[config.mk]
export PLATFORM = sky130hd
export DESIGN_NAME = mdio_master
export DESIGN_NICKNAME = d
export VERILOG_FILES = /design/src/rtl/mdio_pkg.sv /design/src/rtl/mdio_master_clkgen.sv /design/src/rtl/mdio_master.sv
export SDC_FILE = /design/constraint.sdc
export NUM_CORES = 1
export LEC_CHECK = 0
export ABC_AREA = 1
export BUFFER_PORTS_ARGS = -buffer_cell sky130_fd_sc_hd__buf_2
export CORE_MARGIN = 1
export CORE_UTILIZATION = 51
export DETAILED_ROUTE_END_ITERATION = 8
export PLACE_DENSITY = 0.75
export SKIP_LAST_GASP = 1
export SLEW_MARGIN = 15
export SYNTH_ARGS = -nofsm -noshare
export SYNTH_HDL_FRONTEND = slang
export SYNTH_SLANG_ARGS = --single-unit
[constraint.sdc]
create_clock -name clk -period 2.3 [get_ports clk]
set_clock_uncertainty 0.2 [all_clocks]
set_input_delay 0.23 -clock clk [delete_from_list [all_inputs] [get_ports clk]]
set_output_delay 0.23 -clock clk [all_outputs]
set_load 0.05 [all_outputs]
[src/rtl/mdio_pkg.sv]
// Shared Clause 22 MDIO frame constants, FSM states and frame helpers.
// The PHY-side responder uses the same encodings.
package mdio_pkg;

    localparam logic [1:0] MDIO_ST       = 2'b01;
    localparam logic [1:0] MDIO_OP_READ  = 2'b10;
    localparam logic [1:0] MDIO_OP_WRITE = 2'b01;
    localparam int         MDIO_PRE_BITS = 32;
    localparam int         MDIO_HDR_BITS = 14;
    localparam int         MDIO_TA_BITS  = 2;
    localparam int         MDIO_DAT_BITS = 16;

    typedef enum logic [2:0] {
        ST_IDLE = 3'd0,
        ST_PRE  = 3'd1,
        ST_HDR  = 3'd2,
        ST_TA   = 3'd3,
        ST_DATA = 3'd4,
        ST_DONE = 3'd5
    } mdio_state_e;

    // Post-preamble frame image, MSB first. Read frames carry ones in TA/DATA;
    // those positions are never driven because mdo_oe is low there.
    function automatic logic [31:0] mdio_frame(input logic we,
                                               input logic [9:0] addr,
                                               input logic [15:0] data);
        logic [1:0]  op;
        logic [1:0]  ta;
        logic [15:0] dat;
        op  = we ? MDIO_OP_WRITE : MDIO_OP_READ;
        ta  = we ? 2'b10 : 2'b11;
        dat = we ? data : 16'hFFFF;
        return {MDIO_ST, op, addr, ta, dat};
    endfunction

    function automatic logic [5:0] phase_len(input mdio_state_e s);
        logic [5:0] n;
        n = 6'd1;
        case (s)
            ST_PRE:  n = 6'(MDIO_PRE_BITS);
            ST_HDR:  n = 6'(MDIO_HDR_BITS);
            ST_TA:   n = 6'(MDIO_TA_BITS);
            ST_DATA: n = 6'(MDIO_DAT_BITS);
            default: n = 6'd1;
        endcase
        return n;
    endfunction

endpackage

[src/rtl/mdio_master_clkgen.sv]
// MDC generator: divider plus mdc register, with single-cycle enables on the
// clk edges that move mdc 0->1 (rise) and 1->0 (fall). Held at zero when idle.
module mdio_master_clkgen #(
    parameter int MDC_DIV = 25
) (
    input  logic clk,
    input  logic rst_n,
    input  logic run,
    output logic mdc,
    output logic rise,
    output logic fall
);

    localparam int CW = (MDC_DIV > 2) ? $clog2(MDC_DIV) : 1;

    logic [CW-1:0] div;
    logic          tc;

    assign tc   = run && (div == CW'(MDC_DIV - 1));
    assign rise = tc && !mdc;
    assign fall = tc && mdc;

    always_ff @(posedge clk) begin
        if (!rst_n || !run) begin
            div <= '0;
            mdc <= 1'b0;
        end else if (tc) begin
            div <= '0;
            mdc <= ~mdc;
        end else begin
            div <= div + 1'b1;
        end
    end

endmodule

[src/rtl/mdio_master.sv]
// Clause 22 MDIO initiator: turns Wishbone classic register accesses into
// MDC/MDIO frames toward a PHY and returns read data / PHY-absent errors.
module mdio_master
    import mdio_pkg::*;
#(
    parameter int MDC_DIV  = 25,
    parameter bit PREAMBLE = 1'b1
) (
    input  logic        clk,
    input  logic        rst_n,
    input  logic        cyc,
    input  logic        stb,
    input  logic        we,
    input  logic [9:0]  addr,
    input  logic [15:0] data_write,
    output logic [15:0] data_read,
    output logic        ack,
    output logic        err,
    output logic        mdc,
    output logic        mdo,
    output logic        mdo_oe,
    input  logic        mdi
);

    mdio_state_e state, next;
    logic        run;
    logic        rise, fall;
    logic        accept;
    logic        last_bit;
    logic [31:0] shreg;
    logic [5:0]  bit_cnt;
    logic        we_q;
    logic        ta_bit;
    logic [15:0] rx;

    mdio_master_clkgen #(.MDC_DIV(MDC_DIV)) u_clkgen (
        .clk  (clk),
        .rst_n(rst_n),
        .run  (run),
        .mdc  (mdc),
        .rise (rise),
        .fall (fall)
    );

    // ack/err are still high on the first IDLE cycle; a master that has not yet
    // dropped stb must not start a second frame.
    assign accept   = (state == ST_IDLE) && cyc && stb && !ack && !err;
    assign last_bit = (bit_cnt == phase_len(state) - 6'd1);

    always_ff @(posedge clk) begin
        if (!rst_n) state <= ST_IDLE;
        else        state <= next;
    end

    always_comb begin
        next = state;
        run  = 1'b0;
        case (state)
            ST_IDLE: if (accept) next = PREAMBLE ? ST_PRE : ST_HDR;
            ST_PRE: begin
                run = 1'b1;
                if (fall && last_bit) next = ST_HDR;
            end
            ST_HDR: begin
                run = 1'b1;
                if (fall && last_bit) next = ST_TA;
            end
            ST_TA: begin
                run = 1'b1;
                if (fall && last_bit) next = ST_DATA;
            end
            ST_DATA: begin
                run = 1'b1;
                if (fall && last_bit) next = ST_DONE;
            end
            ST_DONE: next = ST_IDLE;
            default: next = ST_IDLE;
        endcase
    end

    always_ff @(posedge clk) begin
        if (!rst_n) begin
            mdo       <= 1'b1;
            mdo_oe    <= 1'b0;
            ack       <= 1'b0;
            err       <= 1'b0;
            data_read <= '0;
            shreg     <= '0;
            bit_cnt   <= '0;
            we_q      <= 1'b0;
            ta_bit    <= 1'b1;
            rx        <= '0;
        end else begin
            ack <= 1'b0;
            err <= 1'b0;

            if (accept) begin
                shreg   <= mdio_frame(we, addr, data_write);
                we_q    <= we;
                bit_cnt <= '0;
                mdo_oe  <= 1'b1;
                mdo     <= PREAMBLE ? 1'b1 : MDIO_ST[1];
            end

            // mdi is registered here, so the sample is the pre-edge pin value.
            if (rise) begin
                if (state == ST_TA && bit_cnt == 6'd1) ta_bit <= mdi;
                if (state == ST_DATA)                  rx     <= {rx[14:0], mdi};
            end

            if (fall) begin
                bit_cnt <= last_bit ? 6'd0 : bit_cnt + 6'd1;
                case (state)
                    ST_PRE: if (last_bit) mdo <= shreg[31];
                    ST_HDR, ST_TA: begin
                        shreg <= shreg << 1;
                        mdo   <= shreg[30];
                        if (state == ST_HDR && last_bit && !we_q) mdo_oe <= 1'b0;
                    end
                    ST_DATA: begin
                        if (last_bit) begin
                            mdo    <= 1'b1;
                            mdo_oe <= 1'b0;
                        end else begin
                            shreg <= shreg << 1;
                            mdo   <= shreg[30];
                        end
                    end
                    default: ;
                endcase
            end

            // Completion is reported only if the bus cycle is still open.
            if (state == ST_DONE && cyc && stb) begin
                if (!we_q && ta_bit) begin
                    err       <= 1'b1;
                    data_read <= 16'hFFFF;
                end else begin
                    ack <= 1'b1;
                    if (!we_q) data_read <= rx;
                end
            end
        end
    end

endmodule

==> metrics.md, run 1 <==
| Metric | Value |
|---|---|
| Chip Width | 88.7 um |
| Final hold vios | 0 |
| Peak supply drop | 0.420 mV |
| FMAX | 413 MHz |
| Vias in the first global route | around 3300 |
| Grt ovf | 0 |
| DPL Wire Length | 5960 um |
| Post-layout nets | 624 |
| Register area share after synthesis | 44.4% |
| TritonCTS Buffers | 9 |
| Sequential cell area | 0.00171 mm2 |
| Fillers | 564 |
| Synth async-reset ratio | 0% |
| Vias per cell | between 5 and 6 |
| Crit path DAT | 2.51 ns |
| Clock latency on the worst-skew pair | 0.36 ns |
| Port Buf Inserts | 52 |
| Critical path fanouts, max | 6 |
| Crit path required time | around 2.4 ns |
| Clk buf depth | 2 |
| Tcrit/Tclk final | 105% |
| Clk slew on worst S/H paths | 0.09 ns |
| Core region area | about 0.0073 mm2 |
| Initial antenna violation count | 0 |
| ANT cells | 0 |
| Crit path time final | between 2 and 2.5 ns |
| Layout Cells excl Fill | 691 |
| Final ANT Viol Nets | 0 |
| DR iter-0 viols | 208 |
| Most frequent CP cell | nand3_4 |
| Syn Inst Count | 497 |
| Power density over the cells | 824 mW/mm2 |
| CTS tree | done |
| Crit start category | register |
| Top_reg_cell synth | dfxtp_1 |
| TNS Setup | -2.95 ns |
| Fin worst setup slack | -0.122 ns |
| Synth Net Count | ~530 |
| Layout cells sized above 1 | 27.4% |
| Main area contributors after synthesis | dfxtp_1 (44%), nand2_1 (11%), o21ai_0 (5.4%), a21oi_1 (4.4%), nor2_1 (4.4%) |
| GRT Overall Usage | 24.0% |
| HP Class | in -> reg |
| Post-DP Area | 0.00431 mm2 |
| Initial Utilization | between 50% and 60% |
| FP Rows | 31 |
| TritonCTS sink count | 85 |
| Critical Path, Cell by Cell | nor2_4, nand2_4, nand3_4, nand2_2, inv_2, ha_4, xnor2_2, nor2_2, nand3_2, a21oi_4, nand3_4, nand2_8, buf_12, nand3_1, a21oi_1 |
| Placed insts | about 640 |
| Top-count cell post-synth | nand2_1 |
| Number of synthesized register bits | 85 |
| Die area | a little under 0.008 mm2 |
| Failing checks | negative setup slack |
| Post-synth top area share | 44.4% |
| RSZ-0062 raised after global routing | true |
| Rel. slew slack | 49.7% |
| Leading area contributor after synthesis | dfxtp_1 |
| CP peak stage delay | 0.38 ns |
| Critical path type | reg -> reg |
| Post-synth top cells | nand2_1 (111), dfxtp_1 (85), nor2_1 (45) |
| IO Pins | 53 |
| Post-synthesis instance area | 0.00383 mm2 |
| Setup WS pre-CTS | -0.117 ns |
| Syn avg cell area | 7.71 um2 |
| P_leak | 2.10 nW |
| Clock Tree Root | clkbuf_8 |
| Layout area overhead | 32.5% |
| Slew Viols, Final | 0 |
| Routability Congestion | 0.900 |
| Die H | 88.7 um |
| Synth cell types | 37 |
| H-tree depth | 3 |
| Global-route wire length before repair | ~15000 um |
| Max-cap violations | 0 |
| Remaining DRCs | 0 |
| Synth Warn # | 0 |
| Final setup fails | 41 |
| Largest net degree at the start of global routing | 70 |
| CP endpoint kind | register |
| Drt pass-1 iters | 4 |
| Worst-margin pin slew | 0.753 ns |
| Crit-path slowest cell | dfxtp_4 |
| Total routed wirelength | between 9000 and 10000 um |
| Run status | finished, violations left |
| Number of flops mapped to enable cells by yosys | 0 |
| Multi-input gate area | 0.00207 mm2 |
| Final instance area | approximately 0.0051 mm2 |
| Vias | between 3000 and 4000 |
| WL per Instance | 14.3 um |
| Hold WS | 0.00676 ns |
[area by class of cell]
class | instances | share of cell area (%)
multi-input combinational | 351 | 40.7
sequential | 85 | 33.7
timing repair buffer | 104 | 15.9
inverter | 36 | 2.78
clock buffer | 10 | 2.71
tap | 99 | 2.44
clock inverter | 6 | 1.80
[routing by layer]
| layer | track usage [%] | up-vias | wire length, um |
|---|---|---|---|
| li1 | - | 1854 | - |
| met4 | 8.50 | 0 | 109 |
| met5 | 0 | - | 0 |
| met3 | 4.57 | 13 | 436 |
| met2 | 42.0 | 83 | 4880 |
| met1 | 29.6 | 1736 | 4430 |
[critical path: cells and delay by family (launching register included)]
| kind | cells | cell delay (ns) |
|---|---|---|
| AO/OA/AOI/OAI | 2 | 0.33 |
| flip-flops | 1 | 0.38 |
| buffers and inverters | 2 | 0.18 |
| adder cells (fa/ha/maj) | 1 | 0.19 |
| AND/OR/NAND/NOR | 9 | 0.95 |
| XOR/XNOR | 1 | 0.13 |
[logic make-up after synthesis]
logic type               after synthesis  synth area share, %
AO/OA/AOI/OAI                        120                 19.2
XOR/XNOR                               8                 1.83
adder cells (fa/ha/maj)                5                 1.63
buffers and inverters                 64                 7.31
flip-flops                            85                 44.4
AND/OR/NAND/NOR                      215                 25.6
[flip-flops by register name (all words and copies together) (netlist names)]
register and count:
err 1, mdo_oe 1, shreg 32, rx 16, bit_cnt 6, ta_bit 1
mdo 1, state 3, ack 1, data_read 16, u_clkgen.div 5, u_clkgen.mdc 1
we_q 1
[per-stage QoR]
step | power (mW) | utilization, %
finish | 4.18 | 70.0
global route | 4.38 | 70.0
CTS | 4.00 | 66.6
detailed placement | 2.72 | 59.4
global placement | 2.68 | 59.4
floorplan | 2.45 | -
[report_power, final]
group	internal (mW)	leakage, nW	switching (mW)
clock network	0.649	0.117	0.550
logic	0.583	1.29	0.710
registers	1.60	0.692	0.0977
[final timing paths]
| kind | slack (ns) | endpoint | startpoint | cells after the start |
|---|---|---|---|---|
| worst min-delay path | 0.007 | shreg[23] | addr[5] | 5 |
| worst max register to register | -0.12 | shreg[29] | state[1] | 15 |
| worst min register to register | 0.25 | shreg[20] | shreg[19] | 2 |
| worst max-delay path | -0.12 | shreg[29] | state[1] | 15 |
[cell usage in the layout, fill, tap and decap left out, types with 4 or more instances in the layout]
master / n
inv_1: 27
o22ai_2: 17
o22ai_1: 15
buf_4: 23
o21ai_0: 33
inv_2: 6
buf_12: 5
dlygate4sd3_1: 20
nand2_4: 5
nand3_4: 4
nand2_8: 4
nand2_1: 109
xor2_1: 4
a21oi_1: 32
nand3_2: 7
buf_2: 52
nor2_1: 44
dfxtp_1: 82
nand3_1: 20
clkbuf_8: 10
nor3_1: 12
a31oi_1: 8
ha_1: 4
o21ai_1: 7
[what timing repair did]
item / 4_1_cts / 5_1_grt
hold buffers: 20 / 0
pin swaps: 1 / 6
buffers inserted: 5 / 4
resized for setup: 9 / 32
hold endpoints to repair: 20 / 0
setup endpoints to repair: 39 / 42
cloned: 1 / 4
Power figures use the tool's default switching activity.
==> inputs of run 2 (changes only) <==
--- a/config.mk
+++ b/config.mk
@@ -11,6 +11,7 @@
 export CORE_UTILIZATION = 51
 export DETAILED_ROUTE_END_ITERATION = 8
 export PLACE_DENSITY = 0.75
+export SETUP_SLACK_MARGIN = 0.1
 export SKIP_LAST_GASP = 1
 export SLEW_MARGIN = 15
 export SYNTH_ARGS = -nofsm -noshare
==> run 2 against run 1 <==
Compared with the run above: the flow still finishes with violations (negative setup slack); register-to-register slack hardly changed; power is 6.7% lower; routed wire length shrank 0.28%; global-route usage is 0.50 points higher; maximum frequency decreased by 0.57%; worst setup slack got worse by 0.014 ns; combinational power barely moved; die area did not move; final area down 1.5%; first-iteration DRC count shrank 11%; worst hold slack better by 0.0051 ns; via count about the same; largest cell class unchanged; largest power group unchanged; highest routed layer unchanged.
==> metrics.md, run 2 (synthesis results as in run 1) <==
| Metric | Value |
|---|---|
| Run status | finished, violations left |
| Failing checks | negative setup slack |
| Reg2reg start | state[0] |
| Min-delay src | addr[8] |
| TritonCTS Buffers | 9 |
| Vias in the first global route | 3378 |
| Clk slew on worst S/H paths | approximately 0.090 ns |
| Power density over the cells | between 700 and 800 mW/mm2 |
| HP Class | in -> reg |
| Biggest register | shreg |
| Largest registers | shreg: 32 flops, data_read: 16 flops, rx: 16 flops |
| Vias | between 3000 and 4000 |
| Worst Hold Depth | 5 |
| Slew Viols, Final | 0 |
| Commonest non-fill, non-tap cell in the layout | nand2_1 |
| FMAX | 411 MHz |
| Total routed wirelength | 9820 um |
| Clk buf depth | 2 |
| FF-to-FF path depth | 15 |
| Drt pass-1 iters | 4 |
| Initial antenna violation count | 0 |
| Global-route wire length before repair | 15100 um |
| Remaining DRCs | 0 |
| Hold WS | roughly 0.012 ns |
| Critical path type | reg -> reg |
| Final setup fails | 40 |
| DPL Wire Length | 5890 um |
| H-tree depth | 3 |
| IO Pins | 53 |
| Final hold vios | 0 |
| Crit start category | register |
| Largest net degree at the start of global routing | 37 |
| Crit path DAT | 2.49 ns |
| Worst-margin pin slew | 0.758 ns |
| Commonest cells after routing, fill and taps aside | nand2_1 (105), dfxtp_1 (82), buf_2 (52) |
| RSZ-0062 raised after global routing | true |
| Setup WS pre-CTS | -0.115 ns |
| Routability Congestion | 0.933 |
| Max reg flops | 32 |
| Vias per cell | 5.38 |
| CP endpoint kind | register |
| Pwr Total | ~3.9 mW |
| Core region area | 0.00725 mm2 |
| CTS tree | done |
| Rel. slew slack | 49.4% |
| GRT Overall Usage | between 20% and 30% |
| Fin worst setup slack | -0.136 ns |
| ANT cells | 0 |
| WL per Instance | 14.3 um |
| TNS Setup | -2.66 ns |
| Layout area overhead | 30.5% |
| Layout Utilization | between 60% and 70% |
| Crit path time final | approximately 2.4 ns |
| R2R Setup Slk | -0.14 ns |
| Clock Tree Root | clkbuf_8 |
| FF-to-FF End | shreg[1] |
| Die area | slightly below 0.008 mm2 |
| FP Rows | 31 |
| DR iter-0 viols | 186 |
| Layout cells sized above 1 | 27.6% |
| Post-layout nets | 619 |
| Tcrit/Tclk final | 106% |
| Max-cap violations | 0 |
| Critical path fanouts, max | 6 |
| Peak supply drop | 0.446 mV |
| Initial Utilization | a little over half |
| Die H | 88.7 um |
| Clock latency on the worst-skew pair | about 0.35 ns |
| Chip Width | a little under 90 um |
| TritonCTS sink count | 85 |
| Final ANT Viol Nets | 0 |
| Grt ovf | 0 |
| Crit path required time | 2.36 ns |
| Port Buf Inserts | 52 |
| P_leak | 2.06 nW |
| Hold worst-path end | shreg[26] |
-- run 2: cell types whose count changed in the layout (fill, tap and decap cells not counted), sizes merged --
| cell | change |
|---|---|
| buf | +1 |
| clkinvlp | +3 |
| dlygate4sd3 | -4 |
| clkinv | -1 |
| bufinv | -2 |
| clkbuf | -3 |
-- run 2: worst max-delay path: stages, from the launching register on --
cell	delay, ns
dfxtp_4	0.39
nor2_4	0.14
nand2_4	0.07
nand3_4	0.07
nand2_4	0.05
inv_2	0.06
ha_4	0.19
xnor2_2	0.12
nor2_1	0.13
nand3_2	0.11
a21oi_4	0.18
buf_6	0.13
nand2_2	0.10
a21oi_1	0.18
nand2_1	0.08
a21oi_1	0.15
-- run 2: how the worst max path moves through the flow --
stage	slack [ns]	endpoint	from	cells past startpoint
6_report	-0.14	shreg[1]	state[0]	15
5_1_grt	-0.23	shreg[23]	state[0]	16
4_1_cts	-0.08	mdo	state[1]	15
3_5_place_dp	-0.12	shreg[7]	state[0]	14
3_3_place_gp	-0.002	shreg[4]	state[2]	14
2_1_floorplan	-0.08	shreg[16]	state[2]	15
-- run 2: power by group --
group          leakage (nW)  internal (mW)  switching (mW)  total (mW)
Sequential            0.692           1.60          0.0995        1.69
Combinational          1.29          0.557           0.702        1.26
Clock                0.0796          0.396           0.555       0.951
-- run 2: timing repair --
item                                    in CTS  in global routing
buffers inserted                             8                  1
pin swaps                                    0                 14
resized for setup                           23                 30
endpoints found under the setup margin      41                 42
hold endpoints to repair                    17                  0
gates cloned                                 3                  2
hold buffers                                16                  0
-- run 2: layout make-up --
class / count / area [um2]
fill: 580 / 2250
sequential: 85 / 1710
multi-input combinational: 351 / 2080
tap: 99 / 124
clock buffer: 9 / 124
inverter: 36 / 141
clock inverter: 6 / 47.5
timing repair buffer: 99 / 771
-- run 2: stage by stage --
stage / instances / instance area (um2)
floorplan: 497 / 3860
global placement: 640 / 4290
detailed placement: 640 / 4290
CTS: 682 / 4830
global route: 685 / 5000
finish: 685 / 5000
-- run 2: per-layer routing --
layer	global-route usage, %	vias to the layer above	wire (um)
li1	-	1837	-
met1	29.8	1738	4360
met3	4.01	18	369
met5	0	-	0
met4	9.09	0	179
met2	43.6	92	4920
